===== config.mk =====
export PLATFORM = sky130hd
export DESIGN_NAME = mem_load_queue
export DESIGN_NICKNAME = d
export VERILOG_FILES = /design/src/rtl/mem_load_queue.sv
export SDC_FILE = /design/constraint.sdc
export NUM_CORES = 1
export LEC_CHECK = 0
export BUFFER_PORTS_ARGS = -buffer_cell sky130_fd_sc_hd__buf_2
export CORE_ASPECT_RATIO = 0.8
export CORE_UTILIZATION = 59
export DETAILED_ROUTE_END_ITERATION = 8
export GPL_TIMING_DRIVEN = 0
export HOLD_SLACK_MARGIN = 0.15
export PLACE_DENSITY = 0.8
export SLEW_MARGIN = 20
export SYNTH_ARGS = -nofsm -noshare
export SYNTH_HDL_FRONTEND = slang
export SYNTH_SLANG_ARGS = --single-unit
export TNS_END_PERCENT = 30

===== constraint.sdc =====
create_clock -name clk -period 3.6 [get_ports clk]
set_input_delay 0.54 -clock clk [delete_from_list [all_inputs] [get_ports clk]]
set_output_delay 0.54 -clock clk [all_outputs]
set_load 0.01 [all_outputs]

===== src/rtl/mem_load_queue.sv =====
// mem_load_queue: in-order tracker of outstanding data-cache requests with load extraction and WB retire
module mem_load_queue #(
    parameter int DEPTH  = 4,
    parameter int DATA_W = 32
) (
    input  logic              clk,
    input  logic              resetn,
    input  logic              req_valid,
    output logic              req_ready,
    input  logic              req_is_load,
    input  logic [6:0]        req_type,
    input  logic [1:0]        req_offset,
    input  logic [31:0]       req_rt,
    input  logic [4:0]        req_dest,
    input  logic [31:0]       req_pc,
    input  logic              data_ok,
    input  logic [DATA_W-1:0] rdata,
    input  logic              flush,
    output logic              out_valid,
    input  logic              out_ready,
    output logic [31:0]       out_result,
    output logic              out_gr_we,
    output logic [4:0]        out_dest,
    output logic [31:0]       out_pc,
    output logic              busy,
    output logic              orphan_err
);
    localparam int AW = $clog2(DEPTH);
    localparam int CW = AW + 1;

    logic [AW-1:0]    wr_ptr, rsp_ptr, rd_ptr;
    logic [CW-1:0]    count;
    logic [DEPTH-1:0] e_valid, e_done, e_dead;
    logic             e_load   [DEPTH];
    logic [6:0]       e_type   [DEPTH];
    logic [1:0]       e_off    [DEPTH];
    logic [31:0]      e_rt     [DEPTH];
    logic [4:0]       e_dest   [DEPTH];
    logic [31:0]      e_pc     [DEPTH];
    logic [31:0]      e_result [DEPTH];

    logic        push, rsp_hit, pop;
    logic [31:0] rd, rt, rsp_result;
    logic [6:0]  ty;
    logic [4:0]  sh;
    logic [7:0]  bv;
    logic [15:0] hv;

    assign req_ready  = count < CW'(DEPTH);
    assign busy       = count != '0;
    assign push       = req_valid & req_ready;
    assign rsp_hit    = data_ok & e_valid[rsp_ptr] & ~e_done[rsp_ptr];
    assign out_valid  = e_valid[rd_ptr] & e_done[rd_ptr] & ~e_dead[rd_ptr] & ~flush;
    assign pop        = (out_valid & out_ready) | (e_valid[rd_ptr] & e_done[rd_ptr] & e_dead[rd_ptr]);
    assign out_result = e_result[rd_ptr];
    assign out_gr_we  = e_load[rd_ptr];
    assign out_dest   = e_dest[rd_ptr];
    assign out_pc     = e_pc[rd_ptr];

    always_comb begin
        rd = 32'(rdata);
        rt = e_rt[rsp_ptr];
        ty = e_type[rsp_ptr];
        sh = {e_off[rsp_ptr], 3'b000};
        bv = 8'(rd >> sh);
        hv = e_off[rsp_ptr][1] ? rd[31:16] : rd[15:0];
        rsp_result = !e_load[rsp_ptr] ? '0 :
                     ty[6] ? {{24{bv[7]}}, bv} :
                     ty[5] ? {24'b0, bv} :
                     ty[4] ? {{16{hv[15]}}, hv} :
                     ty[3] ? {16'b0, hv} :
                     ty[2] ? rd :
                     ty[1] ? (rd << (5'd24 - sh)) | (rt & (32'h00FF_FFFF >> sh)) :
                     ty[0] ? (rd >> sh) | (rt & ~(32'hFFFF_FFFF >> sh)) : '0;
    end

    always_ff @(posedge clk or negedge resetn) begin
        if (!resetn) begin
            wr_ptr     <= '0;
            rsp_ptr    <= '0;
            rd_ptr     <= '0;
            count      <= '0;
            e_valid    <= '0;
            e_done     <= '0;
            e_dead     <= '0;
            orphan_err <= 1'b0;
        end else begin
            count <= count + CW'(push) - CW'(pop);
            if (push) wr_ptr <= wr_ptr + 1'b1;
            if (rsp_hit) rsp_ptr <= rsp_ptr + 1'b1;
            if (pop) rd_ptr <= rd_ptr + 1'b1;
            if (data_ok && !rsp_hit) orphan_err <= 1'b1;
            for (int i = 0; i < DEPTH; i++) begin
                if (flush && e_valid[i]) e_dead[i] <= 1'b1;
                if (push && wr_ptr == AW'(i)) begin
                    e_valid[i] <= 1'b1;
                    e_done[i]  <= 1'b0;
                    e_dead[i]  <= flush;
                end
                if (rsp_hit && rsp_ptr == AW'(i)) e_done[i] <= 1'b1;
                if (pop && rd_ptr == AW'(i)) e_valid[i] <= 1'b0;
            end
        end
    end

    always_ff @(posedge clk) begin
        for (int i = 0; i < DEPTH; i++) begin
            if (push && wr_ptr == AW'(i)) begin
                e_load[i] <= req_is_load;
                e_type[i] <= req_type;
                e_off[i]  <= req_offset;
                e_rt[i]   <= req_rt;
                e_dest[i] <= req_dest;
                e_pc[i]   <= req_pc;
            end
            if (rsp_hit && rsp_ptr == AW'(i)) e_result[i] <= rsp_result;
        end
    end
endmodule

# ---- Yosys cells after proc, flatten, opt, wreduce, memory -nomap -nowiden
# Memory sizes are Yosys's and may differ from the RTL's.
# Index checks and enable logic that the tools add are counted.
dict set report totals {
  mem_bits_rw 444
  inputBits 117
  mem_count 7
  reg_bits 22
  output_inout_bits 74
  elab_cells 240
}
# name depth width read_ports rd_ports_with_merged_regs wr line
set mem_list {}
lappend mem_list {e_pc 4 32 1 0 1 39} ;# logic [31:0] e_pc [DEPTH];
lappend mem_list {e_result 4 32 1 0 1 40} ;# logic [31:0] e_result [DEPTH];
lappend mem_list {e_rt 4 32 1 0 1 37} ;# logic [31:0] e_rt [DEPTH];
lappend mem_list {e_type 4 7 1 0 1 35} ;# logic [6:0] e_type [DEPTH];
lappend mem_list {e_dest 4 5 1 0 1 38} ;# logic [4:0] e_dest [DEPTH];
lappend mem_list {e_off 4 2 1 0 1 36} ;# logic [1:0] e_off [DEPTH];
lappend mem_list {{+1 memories} -- -- -- -- -- --}
dict set report classes {
  order_cmp 3
  eq_ne 9
  n_addsub 6
  n_mux 122
  n_shift 4
  bitwise_logic 17
  reduce_logical 55
}
# cell n
set ops {}
lappend ops {{two-way mux 32 bit} 17}
lappend ops {{OR reduction 32 bit} 9}
lappend ops {{two-way mux 1 bit} 69}
lappend ops {{bitwise AND 32 bit} 2}
lappend ops {{bitwise OR 32 bit} 2}
lappend ops {{two-way mux 2 bit} 24}
lappend ops {{inverter 32 bit} 1}
lappend ops {{left shift 32 x 5 -> 32 bit} 1}
lappend ops {{>> shifter 24 x 5 -> 32 bit (first input constant)} 1}
lappend ops {{>> shifter 32 x 5 -> 32 bit} 1}
lappend ops {{>> shifter 32 x 5 -> 32 bit (first input constant)} 1}
lappend ops {{nonzero test 2 bit} 12}
lappend ops {{two-way mux 7 bit} 3}
lappend ops {{OR reduction 7 bit} 3}
lappend ops {{logical AND 1 bit} 17}
lappend ops {{two-way mux 16 bit} 1}
lappend ops {{two-way mux 5 bit} 3}
lappend ops {{OR reduction 5 bit} 3}
lappend ops {{equality test 2 bit (second input constant)} 6}
lappend ops {{binary-select mux 1 bit (select 2 bit)} 5}
lappend ops {{bitwise AND 1 bit} 8}
lappend ops {{adder 2 x 1 -> 2 bit (second input constant)} 3}
lappend ops {{equality test 2 x 1 -> 1 bit (second input constant)} 3}
lappend ops {{zero test 2 bit} 3}
lappend ops {{other kinds (11)} 18}

# ---- Depth between registers and ports, before layout
# An unclocked memory read counts as a cell.
dict set report logic_depth {
  ltp_word 16
  depth_mapped 12
}

# ---- Worst setup path after synthesis
# Ideal clock, no wire load.
dict set report synth_timing {
  kind {reg-to-reg}
  start {register rsp_ptr[0]}
  end {memory e_result[0][0] (enable)}
  arrival_time_ps 2798
  period_less_slack_ps 3190
  setup_slack_ps 410
  path_buffers 5
  setup_ps 392
  stages_incl_launch_ff 10
  path_cell_list {dfrtp_1 -> buf_6 -> buf_12 -> buf_6 -> buf_4 -> buf_4 -> o32ai_1 -> o21ai_0 -> nor2_1 -> and2_1}
}
dict set report synth_via {
  elab_chain_len 11
  word_cells_on_any_way 32
}
# item line
set synth_lines {}
lappend synth_lines {{from (decl)} 31} ;# logic [AW-1:0] wr_ptr, rsp_ptr, rd_ptr;
lappend synth_lines {{from (signal assigned)} 90} ;# if (rsp_hit) rsp_ptr <= rsp_ptr + 1'b1;
lappend synth_lines {{binary-select mux 1 bit (select 2 bit)} 52} ;# assign rsp_hit = data_ok & e_valid[rsp_ptr] & ~e_done[rsp_ptr];
lappend synth_lines {{two-way mux 1 bit (not written as such)} 52}
lappend synth_lines {{bitwise AND 1 bit or inverter 1 bit (tied branches)} 52}
lappend synth_lines {{bitwise AND 1 bit} 52}
lappend synth_lines {{logical AND 1 bit} 116} ;# if (rsp_hit && rsp_ptr == AW'(i)) e_result[i] <= rsp_result;
lappend synth_lines {{two-way mux 1 bit} 116}
lappend synth_lines {{two-way mux 1 bit (not written as such)} 116}
lappend synth_lines {{OR reduction 32 bit (no source line)} --}
lappend synth_lines {{two-way mux 2 bit (no source line) or two-way mux 1 bit (tied branches) (3 in a row)} --}
lappend synth_lines {{to (decl)} 40}
# Parallel ways exist; a longest one is shown, timed or not. The select of a mux whose other input is x is not followed.

# ---- Worst setup path after layout
dict set report layout_timing {
  start {register rsp_ptr[0]}
  end {memory e_result[3][16] (data pin)}
}
dict set report layout_via {
  elab_chain_len 16
  word_cells_on_any_way 43
}
# item line
set layout_lines {}
lappend layout_lines {{parallel branches: the longest is 12 deep, another holds subtractor 5 bit} --}
lappend layout_lines {{two-way mux 32 bit (*)} 67} ;# rsp_result = !e_load[rsp_ptr] ? '0 :
lappend layout_lines {{via rsp_result[16]} 43} ;# logic [31:0] rd, rt, rsp_result;
lappend layout_lines {{two-way mux 32 bit (no source line) (2 in a row)} --}
lappend layout_lines {{two-way mux 32 bit (no source line) (*)} --}
# Mark *: on every way through the listed nets, which the timed path passes. The select of a mux whose other input is x is not followed.

==> out/results.tsv <==
metric	value	unit
CP endpoint kind	flip-flop	
first-pass GRT wire length	67190	um
final std cell area, no fill	22740	um2
top cells by count, synth	edfxtp_1, mux4_2, mux2i_1	
Via-to-Cell Ratio	6.301	
achievable clock frequency	283.5	MHz
worst clock skew on the final layout	0.01760	ns
IO Pins	191	
proportion of register bits with asynchronous set or reset after synthesis	4.721	%
sequential share of the synthesized area	70.84	%
width of the chip	205.8	um
number of enable-type register cells in the synthesized netlist	444	
top area cells in the synthesized netlist	edfxtp_1, mux4_2, dfrtp_1	
DRC violations left	0	
headroom to the max-slew limit	41.71	%
Required @ worst endpoint	3.84	ns
max-slew violation count	0	
overall overflow remaining after global route	0	
Sink Count	466	
last weighted congestion value of the routability-driven placer	0.9944	
WS Path Type	reg2reg	
Starting Density	60.07	%
count of input and output buffers	190	
post-route worst setup slack	0.07287	ns
outcome	complete, no violations	
clock-pin slew reported for the worst setup and hold paths after clock tree synthesis	0.06	ns
CTS tree	done	
Final Cycle Share	97.98	%
Routed Wire Length	45610	um
synthesized area divided by synthesized cell count	18.94	um2
post-placement setup slack	-0.06131	ns
largest net degree at the start of global routing	45	
WHS	0.2025	ns
clock network latency to the later pin of the worst-skew pair	0.56	ns
maximum clock insertion buffer count	3	
worst-margin pin slew	0.8669	ns
count of warnings emitted by yosys	0	
Final Critical Period	3.527	ns
leading area contributor after synthesis	edfxtp_1	
highest fanout seen on the critical path	10	
NumNets Final	1413	
via count of the first global-routing pass	11016	
cell count after synthesis	1035	
element type at the critical path start	flip-flop	
number of antenna violations at the first check in global routing	4	
GRT Overall Usage	27.46	%
final standard cell utilization of the core	69.71	%
clock root buffer	clkbuf_16	
number of H-tree branching levels	2	
HPWL reported at the end of detailed placement	30930	um
number of violations reported at the end of detailed-routing iteration 0	931	
# rows	59	
Top FF cell, synth	edfxtp_1	
Core Region	32630	um2
Inst Count DP	1660	
detail-routed net length per standard cell	26.18	um
filler cell count in the final layout	2073	
placed instance area	21310	um2
worst hold path type	in2reg	
Inserted Clock Buffers	45	
cell area after synthesis	19600	um2
top-area cell type share of the netlist area	68.03	%
RSZ-0062 raised after global routing	yes	
count of TritonRoute iterations in the first routing pass	5	
Finished Layout Cells	1742	
synth-to-layout area growth	16.05	%
DIE HEIGHT	165.0	um
share of layout cells above drive strength 1	33.16	%
total leakage power	7.972	nW
most numerous cell in the Yosys netlist	edfxtp_1	
count of final hold-check violations	0	
VDD IR max	479.8	uV
Die ar.	33960	um2
Setup-failing EPs final	0	
reported max-cap violation count	0	
power density normalized to cell area	838.0	nW/um2
number of distinct library cells after synthesis	63	
routed via count	10976	
post-synthesis net count	1167	
data arrival time of the critical path	3.76	ns
number of flip-flops and latches in the synthesized netlist	466	
final antenna-violating net count	0	
path summary, 6_finish.rpt:
path | start | end | slack, ns | depth (start not counted)
max reg2reg | rsp_ptr[0]$_DFFE_PN0P_ | e_result[3][16]$_DFFE_PP_ | 0.07 | 8
min in group asynchronous | resetn | e_done[3]$_DFFE_PN0P_ | 0.52 | 2
max | rsp_ptr[0]$_DFFE_PN0P_ | e_result[3][16]$_DFFE_PP_ | 0.07 | 8
min | req_rt[3] | e_rt[3][3]$_DFFE_PP_ | 0.20 | 1
min reg2reg | orphan_err$_DFFE_PN0P_ | orphan_err$_DFFE_PN0P_ | 0.50 | 1
max in group asynchronous | resetn | e_done[0]$_DFFE_PN0P_ | 2.72 | 2
kinds of logic after synthesis:
family	count (synthesis)	synth area share, %
AO/OA/AOI/OAI	166	5.892
XOR/XNOR	5	0.2234
adder cells (fa/ha/maj)	15	0.9959
multiplexers	177	16.91
flip-flops	466	70.84
AND/OR/NAND/NOR	119	2.969
buffers and inverters	87	2.177
placed cells by master, fill, tap and decap left out, types with 23 or more instances in the layout:
cell,synthesis,routed
edfxtp_1,444,444
buf_2,16,206
mux4_2,113,113
mux2i_1,49,49
clkbuf_16,0,47
a21oi_1,43,43
clkbuf_1,21,36
nor2_1,36,35
nand2_1,33,33
o21ai_0,28,28
inv_1,27,23
sequential cells by signal (all words and copies together) (netlist names):
signal / flops
e_pc: 128
e_result: 128
e_rt: 128
e_type: 28
e_dest: 20
e_off: 8
e_dead: 4
e_done: 4
e_load: 4
e_valid: 4
count: 3
rd_ptr: 2
rsp_ptr: 2
wr_ptr: 2
orphan_err: 1
worst max-delay path: stages (launching register included):
cell,delay (ns)
dfrtp_1,0.42
buf_6,0.16
buf_12,0.16
mux4_2,0.61
nor2b_1,0.13
buf_2,0.29
clkbuf_1,0.51
a211oi_1,0.18
o31ai_1,0.74
cell type report:
cell class                 instances  area, um2  share of cell area (%)
sequential                       466      13880                   61.04
multi-input combinational        482       5303                   23.31
antenna                            3      7.507                 0.03301
clock buffer                      64       1250                   5.496
inverter                          27      121.4                  0.5336
clock inverter                    14      141.4                  0.6216
buffer                            60      337.8                   1.485
tap                              427      534.3                   2.349
timing repair buffer             199       1166                   5.127
routing by layer:
metal  wire length [um]  global-route usage [%]  part of all wire [%]  up-vias
li1                   -                       -                     -     4763
met1              19450                   40.71                    43     5649
met2              21370                   41.92                    47      483
met3               3821                   5.860                   8.4       79
met4                954                   7.186                   2.1        2
met5                 16                       0                 0.035        -
timing repair:
action                                  4_1_cts  5_1_grt
buffers inserted                              0        0
resized for setup                             4        8
endpoints found under the setup margin       84      157
hold buffers                                  1        0
gates cloned                                  0        0
hold endpoints to repair                     22        0
power breakdown:
part	internal, mW	switching [mW]	total, mW
logic	2.90	4.28	7.18
clock network	2.57	1.90	4.47
registers	7.15	0.260	7.41
stage by stage:
stage	setup TNS (ns)	power [mW]
after CTS	-0.2050	19.09
after global routing	-0.3779	19.92
final	0	19.06
after floorplan	0	12.14
after global placement	-344.22	14.42
after detailed placement	-0.8939	14.60
Note: power is estimated with default switching activity, not from simulation.
